[config.mk]
export PLATFORM = sky130hd
export DESIGN_NAME = shift_add_mult
export DESIGN_NICKNAME = d
export VERILOG_FILES = /design/src/rtl/shift_add_mult.sv
export SDC_FILE = /design/constraint.sdc
export NUM_CORES = 1
export LEC_CHECK = 0
export ABC_AREA = 1
export ABC_CLOCK_PERIOD_IN_PS = 5800
export BUFFER_PORTS_ARGS = -buffer_cell sky130_fd_sc_hd__buf_2
export CAP_MARGIN = 5
export CORE_MARGIN = 4
export CORE_UTILIZATION = 35
export CTS_CLUSTER_DIAMETER = 60
export DETAILED_ROUTE_END_ITERATION = 8
export GPL_TIMING_DRIVEN = 0
export PLACE_DENSITY = 0.49
export REMOVE_ABC_BUFFERS = 1
export SLEW_MARGIN = 10
export SYNTH_ARGS = -nofsm -noshare
export SYNTH_HDL_FRONTEND = slang
export SYNTH_SLANG_ARGS = --single-unit
[constraint.sdc]
create_clock -name clk -period 5.8 [get_ports clk]
set_input_delay 0.29 -clock clk [delete_from_list [all_inputs] [get_ports clk]]
set_output_delay 0.29 -clock clk [all_outputs]
set_load 0.005 [all_outputs]
[src/rtl/shift_add_mult.sv]
// Sequential unsigned multiplier: one shift-and-add iteration per clock,
// fixed latency of WIDTH cycles after the accepting edge.
//
// Ports:
//   clk       rising-edge clock
//   rst       asynchronous reset, active low
//   start     request to begin a multiplication
//   valid_in  qualifies a/b; start accepted only with start & valid_in
//   a, b      unsigned multiplicand / multiplier (WIDTH bits)
//   product   registered result a*b (2*WIDTH bits), held until next result
//   valid_out one-cycle pulse, product is valid
//   done      one-cycle pulse, coincident with valid_out
module shift_add_mult #(
    parameter int WIDTH = 16
) (
    input  logic                 clk,
    input  logic                 rst,
    input  logic                 start,
    input  logic                 valid_in,
    input  logic [WIDTH-1:0]     a,
    input  logic [WIDTH-1:0]     b,
    output logic [2*WIDTH-1:0]   product,
    output logic                 valid_out,
    output logic                 done
);

    localparam int CW = $clog2(WIDTH) + 1;

    typedef enum logic {
        IDLE = 1'b0,
        RUN  = 1'b1
    } state_t;

    state_t             state;
    state_t             state_next;
    logic               busy;
    logic [CW-1:0]      count;
    logic [2*WIDTH-1:0] mcand;
    logic [WIDTH-1:0]   mplier;
    logic [2*WIDTH-1:0] acc;

    logic               accept;
    logic               last;
    logic [2*WIDTH-1:0] sum;

    always_comb begin
        accept = (state == IDLE) && start && valid_in;
        last   = (state == RUN) && (count == CW'(WIDTH - 1));
        // Sum for the current iteration; also the final product on the last one.
        sum    = acc + (mplier[0] ? mcand : '0);
    end

    always_comb begin
        state_next = state;
        unique case (state)
            IDLE: if (accept) state_next = RUN;
            RUN:  if (last)   state_next = IDLE;
            default:          state_next = IDLE;
        endcase
    end

    always_ff @(posedge clk or negedge rst) begin
        if (!rst) begin
            state <= IDLE;
        end else begin
            state <= state_next;
        end
    end

    always_ff @(posedge clk or negedge rst) begin
        if (!rst) begin
            busy      <= 1'b0;
            count     <= '0;
            mcand     <= '0;
            mplier    <= '0;
            acc       <= '0;
            product   <= '0;
            valid_out <= 1'b0;
            done      <= 1'b0;
        end else begin
            valid_out <= 1'b0;
            done      <= 1'b0;
            if (accept) begin
                mcand  <= {{WIDTH{1'b0}}, a};
                mplier <= b;
                acc    <= '0;
                count  <= '0;
                busy   <= 1'b1;
            end else if (state == RUN) begin
                // No early exit: always WIDTH iterations for fixed latency.
                acc    <= sum;
                mcand  <= mcand << 1;
                mplier <= mplier >> 1;
                count  <= count + 1'b1;
                if (last) begin
                    product   <= sum;
                    done      <= 1'b1;
                    valid_out <= 1'b1;
                    busy      <= 1'b0;
                end
            end
        end
    end

endmodule

## After elaboration in Yosys (flattened, before gate mapping)

Cells that the tools add are included.
Widths: inputs -> output; s select.

| storage, ports and cells | value |
|---|---|
| output and inout bits | 34 |
| logic and storage cells | 32 |
| bits of input ports | 36 |
| register bits after elaboration | 119 |

| operators by class | value |
|---|---|
| bitwise operators | 2 |
| muxes and demuxes | 15 |
| equality and inequality tests | 1 |
| add/sub/neg operators | 2 |
| reductions and logical operators | 5 |

Operator list:

| operator | number |
|---|---|
| $mux 32 | 5 |
| $add 32x32->32 | 1 |
| $mux 16 | 2 |
| $mux 5 | 2 |
| $add 5x1->5 const B | 1 |
| $eq 5x4->1 const B | 1 |
| $mux 1 | 5 |
| $logic_and 1x1->1 | 3 |
| $reduce_and 3->1 | 1 |
| $not 1->1 | 2 |
| $pmux 1 s2 | 1 |
| $reduce_bool 2->1 | 1 |

## Longest topological paths before layout

Gate-level depths: netlist (run 1).

| logic depth | value |
|---|---|
| word-level depth | 5 |
| mapped depth | 16 |
| depth with buffers taken out | 14 |

## Worst setup path after synthesis (run 1)

No wires, ideal clock.

| timing path | value |
|---|---|
| path kind | reg2reg |
| start | register mplier[0] |
| end | register acc[24] |
| path slack | 3.594 ns |
| arrival | 2.088 ns |
| stages on the path, launching flop included | 15 |
| setup time | 0.117 ns |
| cells stage by stage | dfrtp_1 -> clkbuf_1 -> clkbuf_1 -> nand2_1 -> inv_1 -> ha_1 -> fa_1 -> nand3_1 -> nand3_1 -> nand2_1 -> nand2_1 -> nand3_1 -> nand4_1 -> nand3_1 -> nand2_1 |

| on the way | value |
|---|---|
| cells in the longest elaborated chain, start to end | 4 |

Ends and longest elaborated chain:

| what | RTL line | RTL |
|---|---|---|
| from (decl) | 39 | `logic [WIDTH-1:0] mplier;` |
| from (signal assigned) | 93 | `mplier <= mplier >> 1;` |
| $mux 32 | 50 | `sum = acc + (mplier[0] ? mcand : '0);` |
| $add 32x32->32 | 50 |  |
| $mux 32 | 89 | `end else if (state == RUN) begin` |
| $mux 32 | 83 | `if (accept) begin` |
| to (signal assigned) | 91 | `acc <= sum;` |
| to (decl) | 40 | `logic [2*WIDTH-1:0] acc;` |

Every way passes these cells. The select of a mux whose other input is x is not followed.
A chain may end at the register's enable or synchronous reset.

## Worst setup path after layout (run 1)

| timing path | value |
|---|---|
| start | register state |
| end | register mplier[7] |

| on the way | value |
|---|---|
| cells in the longest elaborated chain, start to end | 4 |

Ends and longest elaborated chain:

| what | RTL line | RTL |
|---|---|---|
| from (decl) | 34 | `state_t state;` |
| from (signal assigned) | 66 | `state <= state_next;` |
| $not 1->1 | n/a |  |
| $logic_and 1x1->1 (2 in series) | 47 | `accept = (state == IDLE) && start && valid_in;` |
| $mux 16 or $reduce_bool 2->1 (tied branches) | n/a |  |

Several ways; a longest one is shown, not always the timed one.

==> results of run 1 <==
## layer usage
layer	global-route usage [%]	share of wire [%]
met1	24.5	52
met2	25.6	43
met3	3.10	3.7
met4	4.79	1.3
met5	0	0
## worst paths after layout
path / to / startpoint / cells past startpoint / slack [ps]
max: mplier[7] / state / 6 / 2600
min: mplier[10] / b[10] / 3 / 80
max reg2reg: mplier[7] / state / 6 / 2600
min reg2reg: product[11] / product[11] / 2 / 470
max in group asynchronous: product[24] / rst / 3 / 4730
min in group asynchronous: mplier[4] / rst / 2 / 350
## repair_timing
item	CTS	global route
hold buffers	1	0
gates resized for setup	0	0
endpoints found under the hold margin	44	0
## cells by family after synthesis
group | synth area share, %
AOI/OAI and AO/OA | 8.36
xor gates and xnor gates | 1.80
and+or+nand+nor | 31.1
adders and majority gates | 5.95
buffers and inverters | 11.9
DFF | 40.9
## layout make-up
| type | count | area share (%) |
|---|---|---|
| clock inverter | 13 | 1.18 |
| clock buffer | 19 | 5.24 |
| timing repair buffer | 74 | 5.58 |
| tap | 270 | 3.99 |
| sequential | 119 | 35.2 |
| inverter | 184 | 8.17 |
| multi-input combinational | 693 | 40.6 |
## state kept, by name, summed over array words and instances (netlist names)
| register | flops |
|---|---|
| mcand | 32 |
| mplier | 16 |
| acc | 32 |
| count | 5 |
| state | 1 |
| product | 32 |
| done | 1 |
## cells in the mapped netlist (all sizes together)
cell type,n
xnor2,11
o21ai,32
clkbuf,16
a21oi,20
o22ai,16
o21bai,3
nand2,422
buf,15
nor3,3
and2,1
a22o,1
dfrtp,119
xor2,4
nand3b,5
o221ai,11
fa,1
ha,33
nand4,4
nor2,42
a21o,1
inv,184
o211ai,15
nand3,68
## critical path: stages, from the launching register on
cell and delay [ps]:
dfrtp_2 560, inv_2 750, nand3_2 180, inv_2 480
nor2_4 270, inv_2 550, o221ai_1 200
## metrics by stage
step | hold slack (ps) | setup slack [ps] | util (%) | cell area (µm²) | total power (µW)
after global routing | 68.9 | 2280 | 41.5 | 8460 | 4590
final | 75.1 | 2600 | 41.5 | 8460 | 4190
after floorplan | -5.59 | 2830 | - | 7100 | 2640
after global placement | 459 | 753 | 38.2 | 7780 | 3170
after CTS | 60.6 | 2500 | 41.5 | 8460 | 4250
after detailed placement | 245 | 2520 | 38.8 | 7910 | 3250
## where the power goes
part | switching (µW) | leakage [µW] | internal (µW)
clock network | 412 | 0.000264 | 561
registers | 243 | 0.00154 | 1180
logic | 1120 | 0.00303 | 668
total | 1770 | 0.00483 | 2410
==> flow_summary.toml, run 1 <==
[placed_design]
placedCellCount = 1339
port_buffers = 69
globalplace.congestion = 0.820
hpwlAfterDp_um = 13700

[power]
powerDensity_mw_per_mm2 = 495
cellLeakagePower_uw = 0.00483
peakVddDrop_uv = 302

[drt]
viasPerCell = 4.53
vias = 6216
ant_nets = 0
dr.pass1.iters = 5
routed_wl_um = 18700
drc = 0
wl_per_cell_um = 13.6
drt_iter0_drc = 343

[timing]
setup_violations = 0
finalHoldViolCount = 0
fin_skew_ps = 9.69
fin_crit_sh_pct = 55.1
rsz0062_at_grt = "no"
max_freq_mhz = 313
setup_tns_ps = 0
slew_violations = 0
slew_headroom_pct = 26.8
layout_min_cycle_time_ps = 3200
worst_pin_slew_ps = 1100

[floorplan]
io_pins = 70
die_area_mm2 = 0.0232
rows = 52
core_mm2 = 0.0204
initial_utilization_pct = 35.7
die_w_um = 152
die_h_um = 152

[global_routing]
grt_start_max_net_pins = 76
grt_antenna_before_repair = 0
grt_pass1_vias = 6250
grt_pass1_wl_um = 31700
grt_util_all_layers_pct = 16.8
gr-total-overflow = 0

[finish]
nets = 1159
multiInputGateArea_mm2 = 0.00344
syn2layout_area_growth_pct = 16.2
register_area_mm2 = 0.00298
final_common_cell = "nand2_1"
final_cell_mix = "nand2_1, inv_1, dfrtp_1"
layout-drive-gt1-share_pct = 12.4
n_antenna_cell = 0
stdcell_count = 1372
fillers = 2188

[worst_setup_path]
cp_data_arrival_time_ps = 3460
end_kind = "flip-flop"
crit_fanout = 51
required_ps = 6060
critical_path_class = "flip-flop to flip-flop"
crit_path_start_kind = "flip-flop"

[logic_synthesis]
netlist.area_leader.share_pct = 40.9
avgSynthCellArea_um2 = 7.09
ys_ff_latch = 119
ys_seq_area_share_pct = 40.9
ys_types = 35
synthesis.area_mm2 = 0.00728
syn-instance-count = 1027
ys_warn_count = 0
netlist.top_cell.by_area = "dfrtp_1"
synthTopCellsByArea = "dfrtp_1, nand2_1, inv_1, ha_1, nand3_1"

[cts]
clockBufferDepth = 2
cts-root-buf = "clkbuf_16"
htreeDepth = 4
tritoncts = "built"
clock-sinks = 119
numCtsBuffers = 17
path_clk_slew_ps = 60
cts_setup_buffers = 0
clock_latency_ps = 420

[outcome]
status = "finished clean"

[min_path]
hp-class = "primary input to flip-flop"

[run]
drv_cap = 0
No activity file was read; power rests on OpenSTA's default activity.
==> run 2: changes to the inputs <==
ABC_CLOCK_PERIOD_IN_PS = 2600   (was 5800)
PLACE_DENSITY = 0.51   (was 0.49)
clock period = 2.6 ns   (was 5.8 ns; I/O delays follow)
==> run 2 against run 1 <==
Effect of this change:
- critical path depth is 6 higher
- first-iteration DRC count rose by 7.6%
- cell count up 2.5%
- critical path type unchanged
==> flow_summary.toml, run 2 (synthesis results as in run 1) <==
[worst_setup_path]
crit_path_start_kind = "flip-flop"
cp_data_arrival_time_ps = 2720
required_ps = 2900
end_kind = "flip-flop"
crit_fanout = 17
critical_path_class = "flip-flop to flip-flop"

[timing]
timing.hold.ws_ps = 78.5
fin_skew_ps = 9.23
slew_headroom_pct = 53.2
fin_crit_sh_pct = 92.9
slew_violations = 0
setup_tns_ps = 0
setup_violations = 0
setup_slack_ps = 185
worst_pin_slew_ps = 701
finalHoldViolCount = 0
rsz0062_at_grt = "no"
layout_min_cycle_time_ps = 2420
max_freq_mhz = 414

[floorplan]
die_h_um = 152
initial_utilization_pct = 35.7
core_mm2 = 0.0204
rows = 52
io_pins = 70
die_w_um = 152
die_area_mm2 = 0.0232

[cts]
clock-sinks = 119
clock_latency_ps = 420
numCtsBuffers = 17
htreeDepth = 4
cts-root-buf = "clkbuf_16"
clockBufferDepth = 2
path_clk_slew_ps = 60
tritoncts = "built"

[placed_design]
place_ws_ps = -991
globalplace.congestion = 0.854
hpwlAfterDp_um = 13500
port_buffers = 69

[finish]
nets = 1194
syn2layout_area_growth_pct = 22.6
largest_registers = "acc (32), mcand (32), product (32)"
n_antenna_cell = 0
fin_util_pct = 43.8
final_cell_mix = "nand2_1, inv_1, dfrtp_1"
layout-drive-gt1-share_pct = 12.8
final_common_cell = "nand2_1"

[global_routing]
grt_util_all_layers_pct = 17.5
grt_start_max_net_pins = 63
grt_pass1_wl_um = 32900
grt_antenna_before_repair = 0
gr-total-overflow = 0
grt_pass1_vias = 6412

[min_path]
hp-class = "primary input to flip-flop"

[outcome]
status = "finished clean"

[drt]
viasPerCell = 4.54
drc = 0
ant_nets = 0
drt_iter0_drc = 369
routed_wl_um = 19300
wl_per_cell_um = 13.8
vias = 6388
dr.pass1.iters = 4

[power]
peakVddDrop_uv = 498
powerDensity_mw_per_mm2 = 1100
power.total_uw = 9860
cellLeakagePower_uw = 0.00501

[run]
drv_cap = 0
## run 2: changes by cell type in the layout (fill, tap and decap cells not counted), moves of 2 or more
cell / before / now
clkinvlp_4: 2 / 4
bufinv_16: 0 / 4
clkinv_2: 3 / 0
clkinv_4: 5 / 2
dfrtp_4: 0 / 2
inv_4: 0 / 2
nor2_2: 6 / 8
inv_2: 4 / 1
dlygate4sd3_1: 1 / 33
## run 2: final timing paths
check	end	slack [ps]	depth (start not counted)	from
min	count[3]	80	4	start
min in group asynchronous	mplier[2]	240	2	rst
max reg2reg	product[24]	180	12	mplier[0]
max	product[24]	180	12	mplier[0]
min reg2reg	product[16]	470	2	product[16]
max in group asynchronous	product[21]	1630	3	rst
## run 2: critical path: stages (launching register included)
cell and delay (ps):
dfrtp_4 570, nand2_1 90, inv_1 40, ha_1 240
fa_2 420, nand3_1 100, nand3_1 170, nand2_1 120
nand2_1 110, nand3_1 130, nand4_1 130, nand3_1 120
nand2_1 60
## run 2: power by group
part	internal, µW	total (µW)	switching, µW	leakage (µW)
registers	2650	3200	549	0.00154
clock network	1640	2560	923	0.000300
logic	1540	4100	2560	0.00317
total	5830	9860	4030	0.00501
## run 2: what timing repair did
action | CTS | global route
endpoints found under the setup margin | 108 | 54
pin swaps | 1 | 0
setup buffers | 1 | 2
resized for setup | 7 | 6
cloned | 1 | 0
hold buffers | 33 | 0
endpoints found under the hold margin | 93 | 0
## run 2: area by class of cell
type                       instances  area, µm²
tap                              270        338
sequential                       119       2990
multi-input combinational        694       3460
fill                            2120      11400
clock buffer                      18        439
inverter                         184        707
clock inverter                    13        195
timing repair buffer             108        803
## run 2: stage by stage
stage,area [µm²],cells
4_1_cts,8870,1404
6_report,8920,1406
3_5_place_dp,7870,1338
2_1_floorplan,7100,996
3_3_place_gp,7780,1335
5_1_grt,8920,1406
## run 2: layer usage
| layer | vias to the layer above | track usage, % | wire length [µm] |
|---|---|---|---|
| met5 | - | 0 | 0 |
| met4 | 0 | 6.04 | 386 |
| met3 | 26 | 3.07 | 644 |
| met2 | 98 | 27.1 | 8480 |
| met1 | 2889 | 24.8 | 9830 |
| li1 | 3375 | - | - |
